==> src/rtl/spi_parity_rx_if.sv <==
// Bus bundle between an SPI parity-link master and its receive endpoint,
// including the local VALID/RD consumer side.
interface spi_parity_rx_if #(
    parameter int unsigned DATA_W = 64
) ();
    logic              SS;
    logic              SCLK;
    logic              SD;
    logic              SACK;
    logic              RD;
    logic [DATA_W-1:0] DATA;
    logic              VALID;
    logic              PAR_ERR;
    logic              FRM_ERR;
    logic              OVERRUN;

    modport master (
        output SS, SCLK, SD, RD,
        input  SACK, DATA, VALID, PAR_ERR, FRM_ERR, OVERRUN
    );

    modport slave (
        input  SS, SCLK, SD, RD,
        output SACK, DATA, VALID, PAR_ERR, FRM_ERR, OVERRUN
    );
endinterface

==> src/rtl/spi_parity_rx.sv <==
// SPI parity-link receive endpoint: deserialises DATA_W bits plus parity per SS frame,
// buffers the word for a VALID/RD consumer and ACKs on SACK. Odd parity: SPI_RX_ODD_PARITY_EN.
module spi_parity_rx #(
    parameter int unsigned DATA_W     = 64,
    parameter int unsigned ACK_CYCLES = 8
) (
    input logic           CLK,
    input logic           RESET,
    spi_parity_rx_if.slave bus
);
    localparam int unsigned FrameBits = DATA_W + 1;
    localparam int unsigned CntW      = $clog2(DATA_W + 3);
    localparam int unsigned AckW      = (ACK_CYCLES > 1) ? $clog2(ACK_CYCLES) : 1;
`ifdef SPI_RX_ODD_PARITY_EN
    localparam logic ParSense = 1'b1;
`else
    localparam logic ParSense = 1'b0;
`endif

    typedef enum logic [2:0] {StIdle, StShift, StCheck, StAck, StWait} state_e;

    state_e            state_q, state_d;
    logic [2:0]        meta_q, meta_d, sync_q, sync_d;  // {ss, sclk, sd}
    logic [1:0]        prev_q, prev_d;                  // {ss, sclk}
    logic [DATA_W:0]   shift_q, shift_d;
    logic [CntW-1:0]   cnt_q, cnt_d;
    logic [AckW-1:0]   ack_cnt_q, ack_cnt_d;
    logic [DATA_W-1:0] data_q, data_d;
    logic              valid_q, valid_d;
    logic              sack_q, sack_d;
    logic              par_err_q, par_err_d;
    logic              frm_err_q, frm_err_d;
    logic              overrun_q, overrun_d;

    logic ss_sync, sclk_sync, sd_sync, ss_rise, sclk_rise;
    logic len_ok, par_ok, frame_good, can_load, ack_done;

    assign ss_sync    = sync_q[2];
    assign sclk_sync  = sync_q[1];
    assign sd_sync    = sync_q[0];
    assign ss_rise    = ss_sync & ~prev_q[1];
    assign sclk_rise  = sclk_sync & ~prev_q[0];
    assign len_ok     = (cnt_q == CntW'(FrameBits));
    assign par_ok     = ((^shift_q) == ParSense);
    assign frame_good = len_ok & par_ok;
    // RD in the CHECK cycle frees the buffer for the incoming word.
    assign can_load   = ~valid_q | bus.RD;
    assign ack_done   = (ack_cnt_q == AckW'(ACK_CYCLES - 1));

    always_ff @(posedge CLK) begin
        if (RESET) begin
            state_q   <= StIdle;
            meta_q    <= 3'b100;
            sync_q    <= 3'b100;
            prev_q    <= 2'b10;
            shift_q   <= '0;
            cnt_q     <= '0;
            ack_cnt_q <= '0;
            data_q    <= '0;
            valid_q   <= 1'b0;
            sack_q    <= 1'b0;
            par_err_q <= 1'b0;
            frm_err_q <= 1'b0;
            overrun_q <= 1'b0;
        end else begin
            state_q   <= state_d;
            meta_q    <= meta_d;
            sync_q    <= sync_d;
            prev_q    <= prev_d;
            shift_q   <= shift_d;
            cnt_q     <= cnt_d;
            ack_cnt_q <= ack_cnt_d;
            data_q    <= data_d;
            valid_q   <= valid_d;
            sack_q    <= sack_d;
            par_err_q <= par_err_d;
            frm_err_q <= frm_err_d;
            overrun_q <= overrun_d;
        end
    end

    always_comb begin
        state_d = state_q;
        unique case (state_q)
            StIdle:  if (!ss_sync) state_d = StShift;
            StShift: if (ss_rise) state_d = StCheck;
            StCheck: state_d = (frame_good && can_load) ? StAck : StWait;
            StAck:   if (ack_done) state_d = StWait;
            StWait:  if (ss_sync) state_d = StIdle;
            default: state_d = StIdle;
        endcase
    end

    always_comb begin
        meta_d    = {bus.SS, bus.SCLK, bus.SD};
        sync_d    = meta_q;
        prev_d    = sync_q[2:1];
        shift_d   = shift_q;
        cnt_d     = cnt_q;
        ack_cnt_d = ack_cnt_q;
        data_d    = data_q;
        valid_d   = valid_q & ~bus.RD;
        sack_d    = 1'b0;
        par_err_d = 1'b0;
        frm_err_d = 1'b0;
        overrun_d = overrun_q;
        unique case (state_q)
            StIdle: begin
                if (!ss_sync) begin
                    shift_d = '0;
                    cnt_d   = '0;
                end
            end
            StShift: begin
                if (sclk_rise) begin
                    shift_d = {shift_q[DATA_W-1:0], sd_sync};
                    if (cnt_q != CntW'(DATA_W + 2)) cnt_d = cnt_q + 1'b1;
                end
            end
            StCheck: begin
                if (!len_ok) begin
                    frm_err_d = 1'b1;
                end else if (!par_ok) begin
                    par_err_d = 1'b1;
                end else if (can_load) begin
                    data_d    = shift_q[DATA_W:1];
                    valid_d   = 1'b1;
                    sack_d    = 1'b1;
                    ack_cnt_d = '0;
                end else begin
                    overrun_d = 1'b1;
                end
            end
            StAck: begin
                sack_d = ~ack_done;
                if (!ack_done) ack_cnt_d = ack_cnt_q + 1'b1;
            end
            StWait: ;
            default: ;
        endcase
    end

    assign bus.SACK    = sack_q;
    assign bus.DATA    = data_q;
    assign bus.VALID   = valid_q;
    assign bus.PAR_ERR = par_err_q;
    assign bus.FRM_ERR = frm_err_q;
    assign bus.OVERRUN = overrun_q;
endmodule
==> src/flat_wrapper.sv <==
// flat-port wrapper written by rule: the top's interface ports become plain ports
module spi_parity_rx_flat 
#(
    parameter int unsigned DATA_W     = 64,
    parameter int unsigned ACK_CYCLES = 8
)
  (CLK, RESET, bus_SS, bus_SCLK, bus_SD, bus_RD, bus_SACK, bus_DATA, bus_VALID, bus_PAR_ERR, bus_FRM_ERR, bus_OVERRUN);
  spi_parity_rx_if #(.DATA_W(DATA_W)) bus_i ();
  input logic CLK;
  input logic RESET;
  input wire logic [$bits(bus_i.SS)-1:0] bus_SS;
  input wire logic [$bits(bus_i.SCLK)-1:0] bus_SCLK;
  input wire logic [$bits(bus_i.SD)-1:0] bus_SD;
  input wire logic [$bits(bus_i.RD)-1:0] bus_RD;
  output wire logic [$bits(bus_i.SACK)-1:0] bus_SACK;
  output wire logic [$bits(bus_i.DATA)-1:0] bus_DATA;
  output wire logic [$bits(bus_i.VALID)-1:0] bus_VALID;
  output wire logic [$bits(bus_i.PAR_ERR)-1:0] bus_PAR_ERR;
  output wire logic [$bits(bus_i.FRM_ERR)-1:0] bus_FRM_ERR;
  output wire logic [$bits(bus_i.OVERRUN)-1:0] bus_OVERRUN;
  assign bus_i.SS = bus_SS;
  assign bus_i.SCLK = bus_SCLK;
  assign bus_i.SD = bus_SD;
  assign bus_i.RD = bus_RD;
  assign bus_SACK = bus_i.SACK;
  assign bus_DATA = bus_i.DATA;
  assign bus_VALID = bus_i.VALID;
  assign bus_PAR_ERR = bus_i.PAR_ERR;
  assign bus_FRM_ERR = bus_i.FRM_ERR;
  assign bus_OVERRUN = bus_i.OVERRUN;
  spi_parity_rx #(.DATA_W(DATA_W), .ACK_CYCLES(ACK_CYCLES)) u_core (.CLK(CLK), .RESET(RESET), .bus(bus_i));
endmodule
==> config.mk <==
export PLATFORM = sky130hd
export DESIGN_NAME = spi_parity_rx_flat
export DESIGN_NICKNAME = d
export VERILOG_FILES = /design/src/rtl/spi_parity_rx_if.sv /design/src/rtl/spi_parity_rx.sv /design/src/flat_wrapper.sv
export SDC_FILE = /design/constraint.sdc
export NUM_CORES = 1
export LEC_CHECK = 0
export CAP_MARGIN = 0
export CORE_MARGIN = 2
export CORE_UTILIZATION = 46
export DETAILED_ROUTE_END_ITERATION = 6
export HOLD_SLACK_MARGIN = 0.02
export MAX_ROUTING_LAYER = met4
export PLACE_DENSITY = 0.69
export SLEW_MARGIN = 20
export SYNTH_ARGS = -nofsm -noshare
export SYNTH_HDL_FRONTEND = slang
export SYNTH_SLANG_ARGS = --single-unit
export TNS_END_PERCENT = 100
==> constraint.sdc <==
create_clock -name CLK -period 2.5 [get_ports CLK]
set_clock_uncertainty 0.2 [all_clocks]
set_input_delay 0.75 -clock CLK [delete_from_list [all_inputs] [get_ports CLK]]
set_output_delay 0.75 -clock CLK [all_outputs]
set_load 0.02 [all_outputs]
==> results.md <==
* P per Cell Area at 617 nW/um^2
* Inst Count DP at 1026
* Cts bufs inserted at 17
* # port buffers at 74
* RSZ-0062 raised after global routing: yes
* Die height at 123 um
* End-of-flow core utilization at 62.4%
* I/O Pins at 75
* Register Area at 3110 um^2
* Worst endpoint required time at 2.60 ns
* Cell count after synthesis at 764
* CTS hold repair buffers at 0
* Worst relative slew slack at 40.8%
* Worst vdd ir at 0.456 mV
* First-pass GRT wire length at 26.4 mm
* Fillers at 1119
* Initial core utilization at 46.7%
* DRC at 0
* Share of cells above drive strength 1 at 16.6%
* Hold slack at 0.205 ns
* Max FO, Critical Path at 3
* Final GP Congestion at 0.847
* Final Max Slew Viols at 0
* Die X-Extent at 123 um
* Multi-input logic area at 3140 um^2
* Fmax at 0.362 GHz
* Drt first pass iters at 5
* Clock buffer depth at 2
* H-tree depth at 4
* Clk sinks at 155
* Syn Area/Cell at 8.46 um^2
* Via density at 5.46
* Leakage at 2.94 nW
* Overall global routing resource usage at 22.7%
* Diodes inserted at 0
* Vias in the first global route at 5437
* Failing checks: negative setup slack
* Core box area at 13800 um^2
* Status: finished with violations
* Yosys cell types at 43
* Post-route cell area at 8630 um^2
* Number of DRC markers in iteration 0 at 453
* Synth Warn # at 0
* Syn nets at 775
* DRT Wirelength at 16.1 mm
* Non-filler cells, final at 1064
* Seq/Total Area, Yosys at 48.0%
* Die footprint at 15000 um^2
* Max Cap Violations at 0
* Slew @ Worst Pin at 0.882 ns
* Post-synth top flop: dfxtp_1
* Commonest non-fill, non-tap cells in the layout: dfxtp_1, nand3_1, a21oi_1
* Hold Path Class: register to register
* Reg2Reg Setup Slack at -0.27 ns
* Initial antenna violation count at 0
* Post-synth ARST share at 0%
* Crit end category: register
* Antenna Violating Nets Remaining at 0
* Worst setup margin at -0.266 ns
* Root Driver: clkbuf_16
* PnR Total Power at 5.32 mW
* Nets at 883
* Via Count at 5808
* Total congestion overflow at 0
* HPWL after DPL at 9.78 mm
* Largest net degree at the start of global routing at 83
* Period utilization at 111%
* CTS tree: built
* Layout Area Growth over Synthesis at 33.6%
* Clock-pin slew on the worst setup and hold paths at 0.06 ns
* Placed Area at 7820 um^2
* Number of synthesized flops with an enable pin at 0
* Final Hold Violating Endpoints at 0
* Commonest non-fill, non-tap cell in the layout: dfxtp_1
* Critical path arrival at 2.86 ns
* Worst-Skew Late Latency at 0.43 ns
* Setup crit start kind: register
* Final setup fails at 74
* Syn Std Cell Area at 6460 um^2
* Yosys reg bits at 155
* Wire per inst at 15.2 um
* Tmin final at 2.77 ns
* Cell row count at 43
* Kind of critical path: register to register
## cells by family after synthesis
kind of cell    count (synthesis)  share of synthesized area, %
simple gates                  250                          18.2
compound gates                215                          17.3
flops                         155                          48.0
buf+inv                        72                          5.03
xor+xnor                       67                          10.4
fa+ha+maj                       5                         0.968
## cell type report
type                    instances  area share [%]
repair buffers                157            17.7
clock buffers                  20            5.17
inverters                       4           0.174
clock inverters                11            1.97
multi-input cells             537            36.4
well taps                     180            2.61
flip-flops and latches        155            36.0
## flip-flops by register name, indices dropped and copies added, names as in the netlist
name / cells
u_core.bus.DATA: 64
u_core.state_q: 3
u_core.bus.SACK: 1
u_core.cnt_q: 7
u_core.ack_cnt_q: 3
u_core.shift_q: 65
u_core.sync_q: 3
u_core.bus.FRM_ERR: 1
u_core.prev_q: 2
u_core.bus.VALID: 1
u_core.bus.PAR_ERR: 1
u_core.bus.OVERRUN: 1
u_core.meta_q: 3
## worst paths after layout
path,end,cells after the start,start
setup reg to reg,u_core.state_q[0],10,u_core.shift_q[20]
hold reg to reg,u_core.sync_q[2],1,u_core.meta_q[2]
hold / removal,u_core.sync_q[2],1,u_core.meta_q[2]
setup / recovery,u_core.state_q[0],10,u_core.shift_q[20]
## stage by stage
stage | worst slack (ns) | setup TNS [ns]
2_1_floorplan | -0.0569 | -0.922
3_3_place_gp | -0.201 | -11.14
3_5_place_dp | -0.250 | -13.51
4_1_cts | -0.254 | -13.85
5_1_grt | -0.402 | -23.32
6_report | -0.266 | -14.55
## critical path, cell delays in order (launching register included)
cell and delay, ns:
dfxtp_1 0.32, xnor2_1 0.13, xnor2_1 0.25, xnor3_1 0.38, xnor3_1 0.23, xnor3_2 0.35, xnor2_4 0.19, buf_4 0.18
buf_4 0.13, a211oi_2 0.21, a2111oi_2 0.06
## per-layer routing
| metal | global-route usage (%) | wire, um | part of all wire [%] | up-vias |
|---|---|---|---|---|
| met3 | 4.41 | 660 | 4.1 | 26 |
| met5 | - | 0 | 0 | - |
| met4 | 9.34 | 287 | 1.8 | 0 |
| li1 | - | - | - | 2857 |
| met1 | 30.7 | 7730 | 48 | 2770 |
| met2 | 33.2 | 7460 | 46 | 155 |
## cell usage after synthesis, types with 3 or more instances
cell type / number / share of area [%]
a21oi_1: 136 / 11
buf_1: 5 / 0.29
buf_2: 3 / 0.23
buf_6: 6 / 1.0
clkbuf_1: 49 / 2.8
clkbuf_2: 5 / 0.39
dfxtp_1: 155 / 48
ha_1: 5 / 0.97
inv_1: 4 / 0.23
nand2_1: 78 / 4.5
nand3_1: 129 / 10
nand4_1: 3 / 0.29
nor2_1: 15 / 0.87
nor2b_1: 6 / 0.58
o211ai_1: 3 / 0.35
o21ai_0: 56 / 4.3
o21ai_1: 9 / 0.70
or2_2: 4 / 0.39
xnor2_1: 52 / 7.0
xor2_1: 9 / 1.2
## report_power, final
group	leakage [nW]	switching (mW)	internal (mW)
combinational	1.39	0.108	0.0364
sequential	1.25	0.00943	2.48
clock	0.292	1.00	1.69
## what timing repair did
action,4_1_cts,5_1_grt
gates cloned,0,3
buffers inserted,1,3
resized for setup,33,32
endpoints found under the setup margin,74,75
pin swaps,1,6
(Power assumes the default switching activity.)
